`config.mk`:
```
export PLATFORM = sky130hd
export DESIGN_NAME = uart_pkt_dispatch_flat
export DESIGN_NICKNAME = d
export VERILOG_FILES = /design/src/rtl/uart_pkt_dispatch_if.sv /design/src/rtl/uart_pkt_dispatch.sv /design/src/flat_wrapper.sv
export SDC_FILE = /design/constraint.sdc
export NUM_CORES = 1
export LEC_CHECK = 0
export ABC_AREA = 0
export BUFFER_PORTS_ARGS = -buffer_cell sky130_fd_sc_hd__buf_2
export CORE_ASPECT_RATIO = 1.25
export CORE_MARGIN = 4
export CORE_UTILIZATION = 56
export DETAILED_ROUTE_END_ITERATION = 7
export GPL_TIMING_DRIVEN = 0
export PLACE_DENSITY = 0.88
export SYNTH_ARGS = -nofsm -noshare
export SYNTH_HDL_FRONTEND = slang
export SYNTH_SLANG_ARGS = --single-unit
export TNS_END_PERCENT = 1
```
`constraint.sdc`:
```
create_clock -name i_clk -period 2.35 [get_ports i_clk]
set_input_delay 0.1175 -clock i_clk [delete_from_list [all_inputs] [get_ports i_clk]]
set_output_delay 0.1175 -clock i_clk [all_outputs]
set_load 0.01 [all_outputs]
```
`src/rtl/uart_pkt_dispatch_if.sv`:
```
// uart_pkt_dispatch_if: byte stream into the packet dispatcher and register-bank write port out of it
// Signals:
//   i_rx_valid, i_rx_data        one-cycle byte strobe and received byte (UART receiver side)
//   o_reg_wr_en/addr/data        one-hot channel bank write strobe, word index, shared write data
//   o_launch_wr_en/addr          launch bank write strobe and word index
//   o_launch_start               pulse after the last launch word
//   o_busy, o_err                packet in progress, header error / timeout abort pulse
// Modports: master drives the byte stream, slave is the dispatcher.
interface uart_pkt_dispatch_if #(
    parameter int NUM_CHANNEL = 4,
    parameter int TOTAL_REGS  = 8,
    parameter int LAUNCH_REGS = 4
);
    localparam int AW = $clog2(TOTAL_REGS);
    localparam int LW = $clog2(LAUNCH_REGS);

    logic                   i_rx_valid;
    logic [7:0]             i_rx_data;
    logic [NUM_CHANNEL-1:0] o_reg_wr_en;
    logic [AW-1:0]          o_reg_addr;
    logic [31:0]            o_reg_data;
    logic                   o_launch_wr_en;
    logic [LW-1:0]          o_launch_addr;
    logic                   o_launch_start;
    logic                   o_busy;
    logic                   o_err;

    modport master (
        output i_rx_valid, i_rx_data,
        input  o_reg_wr_en, o_reg_addr, o_reg_data, o_launch_wr_en, o_launch_addr,
               o_launch_start, o_busy, o_err
    );

    modport slave (
        input  i_rx_valid, i_rx_data,
        output o_reg_wr_en, o_reg_addr, o_reg_data, o_launch_wr_en, o_launch_addr,
               o_launch_start, o_busy, o_err
    );
endinterface

```
`src/rtl/uart_pkt_dispatch.sv`:
```
// uart_pkt_dispatch: assembles UART bytes into big-endian words, decodes packet headers and routes payload to DC channel / launch banks
// Ports:
//   i_clk       system clock
//   i_rst       synchronous active-high reset
//   bus (slave) byte stream in; registered channel/launch write strobes, address, data,
//               launch start pulse, busy level and error pulse out
module uart_pkt_dispatch #(
    parameter int NUM_CHANNEL    = 4,
    parameter int TOTAL_REGS     = 8,
    parameter int LAUNCH_REGS    = 4,
    parameter int TIMEOUT_CYCLES = 20000
) (
    input  logic               i_clk,
    input  logic               i_rst,
    uart_pkt_dispatch_if.slave bus
);
    localparam int AW = $clog2(TOTAL_REGS);
    localparam int LW = $clog2(LAUNCH_REGS);
    localparam int WW = AW > LW ? AW : LW;
    localparam int GW = $clog2(TIMEOUT_CYCLES + 1);

    typedef enum logic [1:0] {HDR, CH_DATA, LN_DATA, START} state_t;

    state_t                 state_q, state_d;
    logic [1:0]             byte_cnt_q, byte_cnt_d;
    logic [23:0]            sh_q, sh_d;
    logic [WW-1:0]          wcnt_q, wcnt_d;
    logic [NUM_CHANNEL-1:0] ch_q, ch_d;
    logic [GW-1:0]          gap_q, gap_d;
    logic [NUM_CHANNEL-1:0] reg_wr_en_q, reg_wr_en_d;
    logic [AW-1:0]          reg_addr_q, reg_addr_d;
    logic [31:0]            reg_data_q, reg_data_d;
    logic                   launch_wr_en_q, launch_wr_en_d;
    logic [LW-1:0]          launch_addr_q, launch_addr_d;
    logic                   launch_start_q, launch_start_d;
    logic                   err_q, err_d;
    logic [31:0]            word;
    logic                   word_done, busy, timeout;
    logic [NUM_CHANNEL-1:0] hdr_hit;

    // the fourth byte completes the word combinationally with the three buffered ones
    assign word      = {sh_q, bus.i_rx_data};
    assign word_done = bus.i_rx_valid && byte_cnt_q == 2'd3;
    assign busy      = state_q != HDR || byte_cnt_q != 2'd0;
    // a byte arriving in the cycle the limit is reached keeps the packet alive
    assign timeout   = busy && !bus.i_rx_valid && gap_q == GW'(TIMEOUT_CYCLES);

    // channel k header is all ones with bit k+8 cleared; hits are mutually exclusive
    for (genvar k = 0; k < NUM_CHANNEL; k++) begin : g_hdr
        assign hdr_hit[k] = word == ~(32'd1 << (k + 8));
    end

    always_comb begin
        state_d        = state_q;
        byte_cnt_d     = bus.i_rx_valid ? byte_cnt_q + 2'd1 : byte_cnt_q;
        sh_d           = bus.i_rx_valid ? {sh_q[15:0], bus.i_rx_data} : sh_q;
        wcnt_d         = wcnt_q;
        ch_d           = ch_q;
        gap_d          = bus.i_rx_valid || !busy ? '0 : gap_q + GW'(1);
        reg_wr_en_d    = '0;
        reg_addr_d     = reg_addr_q;
        reg_data_d     = reg_data_q;
        launch_wr_en_d = 1'b0;
        launch_addr_d  = launch_addr_q;
        launch_start_d = 1'b0;
        err_d          = 1'b0;
        unique case (state_q)
            HDR: if (word_done) begin
                wcnt_d = '0;
                if (word == 32'hFFFF_FFFF) begin
                    state_d = LN_DATA;
                end else if (|hdr_hit) begin
                    state_d = CH_DATA;
                    ch_d    = hdr_hit;
                end else begin
                    err_d = 1'b1;
                end
            end
            CH_DATA: if (word_done) begin
                reg_wr_en_d = ch_q;
                reg_addr_d  = AW'(wcnt_q);
                reg_data_d  = word;
                wcnt_d      = wcnt_q == WW'(TOTAL_REGS - 1) ? '0 : wcnt_q + WW'(1);
                state_d     = wcnt_q == WW'(TOTAL_REGS - 1) ? HDR : CH_DATA;
            end
            LN_DATA: if (word_done) begin
                launch_wr_en_d = 1'b1;
                launch_addr_d  = LW'(wcnt_q);
                reg_data_d     = word;
                wcnt_d         = wcnt_q == WW'(LAUNCH_REGS - 1) ? '0 : wcnt_q + WW'(1);
                state_d        = wcnt_q == WW'(LAUNCH_REGS - 1) ? START : LN_DATA;
            end
            START: begin
                launch_start_d = 1'b1;
                state_d        = HDR;
            end
        endcase
        // abort drops the partial packet; already written words are left in place
        if (timeout) begin
            state_d    = HDR;
            byte_cnt_d = '0;
            wcnt_d     = '0;
            gap_d      = '0;
            err_d      = 1'b1;
        end
    end

    always_ff @(posedge i_clk) begin
        if (i_rst) begin
            state_q        <= HDR;
            byte_cnt_q     <= '0;
            sh_q           <= '0;
            wcnt_q         <= '0;
            ch_q           <= '0;
            gap_q          <= '0;
            reg_wr_en_q    <= '0;
            reg_addr_q     <= '0;
            reg_data_q     <= '0;
            launch_wr_en_q <= 1'b0;
            launch_addr_q  <= '0;
            launch_start_q <= 1'b0;
            err_q          <= 1'b0;
        end else begin
            state_q        <= state_d;
            byte_cnt_q     <= byte_cnt_d;
            sh_q           <= sh_d;
            wcnt_q         <= wcnt_d;
            ch_q           <= ch_d;
            gap_q          <= gap_d;
            reg_wr_en_q    <= reg_wr_en_d;
            reg_addr_q     <= reg_addr_d;
            reg_data_q     <= reg_data_d;
            launch_wr_en_q <= launch_wr_en_d;
            launch_addr_q  <= launch_addr_d;
            launch_start_q <= launch_start_d;
            err_q          <= err_d;
        end
    end

    assign bus.o_reg_wr_en    = reg_wr_en_q;
    assign bus.o_reg_addr     = reg_addr_q;
    assign bus.o_reg_data     = reg_data_q;
    assign bus.o_launch_wr_en = launch_wr_en_q;
    assign bus.o_launch_addr  = launch_addr_q;
    assign bus.o_launch_start = launch_start_q;
    assign bus.o_busy         = busy;
    assign bus.o_err          = err_q;
endmodule

```
`src/flat_wrapper.sv`:
```
// flat-port wrapper written by rule: the top's interface ports become plain ports
module uart_pkt_dispatch_flat 
#(
    parameter int NUM_CHANNEL    = 4,
    parameter int TOTAL_REGS     = 8,
    parameter int LAUNCH_REGS    = 4,
    parameter int TIMEOUT_CYCLES = 20000
)
  (i_clk, i_rst, bus_i_rx_valid, bus_i_rx_data, bus_o_reg_wr_en, bus_o_reg_addr, bus_o_reg_data, bus_o_launch_wr_en, bus_o_launch_addr, bus_o_launch_start, bus_o_busy, bus_o_err);
  uart_pkt_dispatch_if #(.NUM_CHANNEL(NUM_CHANNEL), .TOTAL_REGS(TOTAL_REGS), .LAUNCH_REGS(LAUNCH_REGS)) bus_i ();
  input  logic i_clk;
  input  logic i_rst;
  input wire logic [$bits(bus_i.i_rx_valid)-1:0] bus_i_rx_valid;
  input wire logic [$bits(bus_i.i_rx_data)-1:0] bus_i_rx_data;
  output wire logic [$bits(bus_i.o_reg_wr_en)-1:0] bus_o_reg_wr_en;
  output wire logic [$bits(bus_i.o_reg_addr)-1:0] bus_o_reg_addr;
  output wire logic [$bits(bus_i.o_reg_data)-1:0] bus_o_reg_data;
  output wire logic [$bits(bus_i.o_launch_wr_en)-1:0] bus_o_launch_wr_en;
  output wire logic [$bits(bus_i.o_launch_addr)-1:0] bus_o_launch_addr;
  output wire logic [$bits(bus_i.o_launch_start)-1:0] bus_o_launch_start;
  output wire logic [$bits(bus_i.o_busy)-1:0] bus_o_busy;
  output wire logic [$bits(bus_i.o_err)-1:0] bus_o_err;
  assign bus_i.i_rx_valid = bus_i_rx_valid;
  assign bus_i.i_rx_data = bus_i_rx_data;
  assign bus_o_reg_wr_en = bus_i.o_reg_wr_en;
  assign bus_o_reg_addr = bus_i.o_reg_addr;
  assign bus_o_reg_data = bus_i.o_reg_data;
  assign bus_o_launch_wr_en = bus_i.o_launch_wr_en;
  assign bus_o_launch_addr = bus_i.o_launch_addr;
  assign bus_o_launch_start = bus_i.o_launch_start;
  assign bus_o_busy = bus_i.o_busy;
  assign bus_o_err = bus_i.o_err;
  uart_pkt_dispatch #(.NUM_CHANNEL(NUM_CHANNEL), .TOTAL_REGS(TOTAL_REGS), .LAUNCH_REGS(LAUNCH_REGS), .TIMEOUT_CYCLES(TIMEOUT_CYCLES)) u_core (.i_clk(i_clk), .i_rst(i_rst), .bus(bus_i));
endmodule
```
# Word-level counts from Yosys, hierarchy flattened

Cells that the tools add are included.

Output and inout bits: 45
Logic and storage cells: 80
Register bits: 94
Input bits: 11

Reductions and logical operators: 23
Bitwise gates (word level): 4
Muxes and demuxes: 21
Eq/ne operators: 16
Add/subtract/negate cells: 3

Operators by type and width:

| kind                                                                     | number |
|---|---|
| 32-bit equality test (second input constant)                             | 5 |
| 15-bit by 1-bit adder with 15-bit output (second input constant)         | 1 |
| 15-bit equality test (second input constant)                             | 1 |
| 3-bit two-way mux                                                        | 5 |
| 4-bit AND reduction                                                      | 3 |
| 2-bit two-way mux                                                        | 5 |
| 1-bit two-way mux                                                        | 9 |
| 3-bit one-hot mux with 3 select lines                                    | 1 |
| 2-bit one-hot mux with 4 select lines                                    | 1 |
| 2-bit equality test (second input constant)                              | 3 |
| 2-bit by 1-bit inequality test with 1-bit output (second input constant) | 3 |
| 2-bit AND reduction                                                      | 3 |
| 2-bit OR reduction                                                       | 3 |
| 3-bit OR reduction                                                       | 2 |
| 1-bit NOT                                                                | 4 |
| 2-bit nonzero test                                                       | 2 |
| 4-bit OR reduction                                                       | 1 |
| 3-bit by 1-bit adder with 3-bit output (second input constant)           | 1 |
| 3-bit by 2-bit equality test with 1-bit output (second input constant)   | 1 |
| 3-bit equality test (second input constant)                              | 1 |
| 1-bit logical AND                                                        | 3 |
| 3-bit by 1-bit inequality test with 1-bit output (second input constant) | 1 |
| 3-bit nonzero test                                                       | 1 |
| 2-bit by 1-bit adder with 2-bit output (second input constant)           | 1 |
| 4 further kinds                                                          | 6 |

# Longest topological paths before layout

Depth after elaboration: 7
Gate-level depth with buffers: 8
Depth with buffers taken out: 7

# Least setup slack after synthesis

No wires, ideal clock.

Path type: register to register
Start: register u_core.state_q[0]
End: register u_core.gap_q[10]
Slack: 604 ps
Setup time: 117 ps
Buffers on the path: 1
Arrival time: 1629 ps
Period minus slack after synthesis: 1746 ps
Stages on the path, launching flop included: 8
Data required time: 2233 ps
Path through: dfxtp_1 -> inv_1 -> ha_1 -> a21oi_1 -> nand3_1 -> o211ai_1 -> buf_2 -> nor2_1

Cells in the longest elaborated chain, start to end: 5
Elaborated cells on any way between the ends: 7
Those cells by class: reduce/logical (7)

RTL lines:

| element                                                       | RTL line                                         | text |
|---|---|---|
| from (decl)                                                   | uart_pkt_dispatch.sv:24                          | `state_t state_q, state_d;` |
| from (signal assigned)                                        | uart_pkt_dispatch.sv:124                         | `state_q <= state_d;` |
| 2-bit nonzero test *                                          | uart_pkt_dispatch.sv:44                          | `assign busy = state_q != HDR \|\| byte_cnt_q != 2'd0;` |
| 1-bit logical OR *                                            | uart_pkt_dispatch.sv:44                          |  |
| 1-bit logical NOT / 1-bit logical AND (equally long branches) | uart_pkt_dispatch.sv:59, uart_pkt_dispatch.sv:46 |  |
| 1-bit logical OR / 1-bit logical AND (equally long branches)  | uart_pkt_dispatch.sv:59, uart_pkt_dispatch.sv:46 |  |
| 3-bit OR reduction (no line) *                                | n/a                                              |  |
| to (signal assigned)                                          | uart_pkt_dispatch.sv:129                         | `gap_q <= gap_d;` |
| to (decl)                                                     | uart_pkt_dispatch.sv:29                          | `logic [GW-1:0] gap_q, gap_d;` |

Mark *: on every way between the ends. The rest lies on a longest branch, timed or not.
A chain may end at the register's enable or synchronous reset.

# Worst setup path after layout

Start: register u_core.state_q[0]
End: register u_core.gap_q[11]

The elaborated chain is that of the path after synthesis.

==> flow_metrics.tcl <==
set metrics [dict create \
    worstSetupStartpointType "flop" \
    grt_pass1_vias 3323 \
    tns_ns 0 \
    yosysSeqAreaShare 0.483 \
    fp.dieH_um 101 \
    setup_viol 0 \
    tightestPinTransition_ns 0.591 \
    whs_ns 0.0267 \
    final_cell_area_sq_um 4490 \
    clock_latency_ns 0.36 \
    slew_headroom 0.606 \
    cts-resized-gates 0 \
    wl_met1_um 3700 \
    grt_max_degree 16 \
    crit_arrival_ns 2.40 \
    num_rows 33 \
    rsz0062_at_grt "no" \
    coreArea_sq_um 6650 \
    synthFlopType "dfxtp_1" \
    finalCriticalPeriod_ns 2.15 \
    crit_path_end_kind "flop" \
    hpwl_um 6400 \
    antenna_cells 0 \
    drt_wl_total_um 8970 \
    slowest_stage "o211ai_1" \
    ys_types 40 \
    async_reset_ff_frac 0 \
    slowest_delay_ns 0.45 \
    ys_ff_latch 94 \
    crit_fanout 10 \
    drv_cap 0 \
    die_w_um 82.6 \
    skew_ns 0.00716 \
    finalHoldViolations 0 \
    syn2layout_area_growth_pct 15.2 \
    met2_length_um 4470 \
    syn-num-nets 473 \
    crit_family "compound AO/OA/AOI/OAI gates" \
    synth-edff-count 0 \
    cts_setup_buffers 0 \
    vias 3348 \
    drt_iter0_drc 208 \
    cts_buffers 9 \
    met3_length_um 527 \
    vias_per_cell 5.52 \
    ant_nets 0 \
    drive_above_1_share 0.152 \
    fin_util 0.675 \
    root_buffer "clkbuf_8" \
    layout_commonest_cell "dfxtp_1" \
    gp_congestion 0.893 \
    maxSlewViolCount 0 \
    path_cells "inv_1, ha_1, a21oi_1, nand3_1, o211ai_1, buf_2, nor2_1" \
    final_nets 539 \
    synth.avg_cell_area_sq_um 8.67 \
    grt_pass1_wl_um 15000 \
    cp.required_ns 2.60 \
    grtUsageTotal 0.229 \
    detail_route.first_pass.iterations 7 \
    port_buffers 55 \
    yosysWarnings 0 \
    p_leak_nw 1.85 \
    fmax_mhz 465 \
    min_from "bus_i_rx_data[3]" \
    maxUsedRoutingLayer "met4" \
    reg2reg_from "u_core.state_q[0]$_SDFFE_PP0P_" \
    status "finished clean" \
    start_util 0.586 \
    grt_antenna_before_repair 0 \
    startpoint "u_core.state_q[0]$_SDFFE_PP0P_" \
    hold_buffers 0 \
    clock-sinks 94 \
    pwr_density_cell_nw_per_um2 684 \
    final_cell_mix "dfxtp_1 (94), nand2_1 (79), buf_2 (59)" \
    clkTransAtPathRegs_ns 0.09 \
    die_area_sq_um 8360 \
    cts_buffer_depth 2 \
    cts_tree "built" \
    syn_area_sq_um 3890 \
    grt-ovfl-total 0 \
    io_pins 56 \
    crit_buf_inv 2 \
    totalPowerFinal_mw 3.07 \
    path_class "flop to flop" \
    wire_per_inst_um 14.8 \
    fin_crit_sh 0.915 \
    drc 0 \
    cts_max_level 3 \
    hp-class "input pin to flop" \
    ir_drop_mv 0.473 \
    placed_area_sq_um 4280 \
    netlist_instances 449 \
]
[final cells by class]
| cell class | count | area [sq um] |
|---|---|---|
| Buffer | 27 | 106 |
| Clock buffer | 12 | 155 |
| Clock inverter | 4 | 53.8 |
| Fill cell | 528 | 2160 |
| Inverter | 13 | 48.8 |
| Multi-Input combinational cell | 315 | 1860 |
| Sequential cell | 94 | 1880 |
| Tap cell | 87 | 109 |
| Timing Repair Buffer | 55 | 275 |
[per-layer routing]
layer,GRT usage,up-vias
met3,0.0534,29
li1,-,1656
met2,0.380,109
met1,0.268,1554
met5,0,-
met4,0.131,0
[per-stage QoR]
stage          setup WS (ns)  instances
2_1_floorplan          0.604        449
3_3_place_gp           0.338        591
3_5_place_dp           0.308        591
4_1_cts                0.213        607
5_1_grt             0.000355        607
6_report               0.200        607
[where the power goes]
group / switching [mW] / internal [mW]
Sequential: 0.0337 / 1.63
Combinational: 0.195 / 0.108
Clock: 0.553 / 0.554
Total: 0.782 / 2.29
[cells by family after synthesis]
group           count (synthesis)  share of synthesized area
simple gates                  199                      0.242
xor+xnor                       15                     0.0337
buf+inv                        40                     0.0399
mux                            27                     0.0694
flops                          94                      0.483
compound gates                 61                     0.0894
fa+ha+maj                      13                     0.0418
[state kept, by name (all words and copies together) (netlist names)]
register	cells
u_core.bus.o_reg_addr	3
u_core.sh_q	24
u_core.bus.o_reg_wr_en	4
u_core.state_q	2
u_core.bus.o_launch_wr_en	1
u_core.bus.o_launch_start	1
u_core.bus.o_reg_data	32
u_core.bus.o_launch_addr	2
u_core.wcnt_q	3
u_core.bus.o_err	1
u_core.byte_cnt_q	2
u_core.ch_q	4
u_core.gap_q	15
[path summary, 6_finish.rpt]
| kind | end | slack [ns] | cells after the start |
|---|---|---|---|
| min | u_core.bus.o_reg_data[3]$_SDFFE_PP0P_ | 0.03 | 3 |
| max reg2reg | u_core.gap_q[11]$_SDFF_PP0_ | 0.20 | 7 |
| min reg2reg | u_core.bus.o_reg_data[7]$_SDFFE_PP0P_ | 0.46 | 2 |
| max | u_core.gap_q[11]$_SDFF_PP0_ | 0.20 | 7 |
[synthesized netlist by cell type (2+ instances only)]
master | count | area share
nor2b_1 | 4 | 0.0064
nand2_1 | 79 | 0.076
and2_1 | 7 | 0.011
mux2i_1 | 27 | 0.069
a21oi_1 | 45 | 0.058
and4_1 | 3 | 0.0068
o211ai_1 | 2 | 0.0039
o22ai_1 | 2 | 0.0032
nor4bb_1 | 2 | 0.0051
buf_1 | 2 | 0.0019
a32o_1 | 3 | 0.0077
clkbuf_1 | 21 | 0.020
inv_1 | 12 | 0.012
and3_1 | 8 | 0.013
xnor2_1 | 4 | 0.0090
o21ai_0 | 2 | 0.0026
xor2_1 | 11 | 0.025
nand4_1 | 19 | 0.031
buf_2 | 4 | 0.0051
nand3b_1 | 2 | 0.0039
nor3_1 | 4 | 0.0051
nand3_1 | 17 | 0.022
dfxtp_1 | 94 | 0.48
nor2_1 | 47 | 0.045
ha_1 | 13 | 0.042
[worst reg2reg max path, cell delays in order (launching register included)]
cell      delay (ns)
dfxtp_1         0.40
inv_1           0.10
ha_1            0.30
a21oi_1         0.25
nand3_1         0.17
o211ai_1        0.45
buf_2           0.30
nor2_1          0.08
Power figures use the tool's default switching activity.
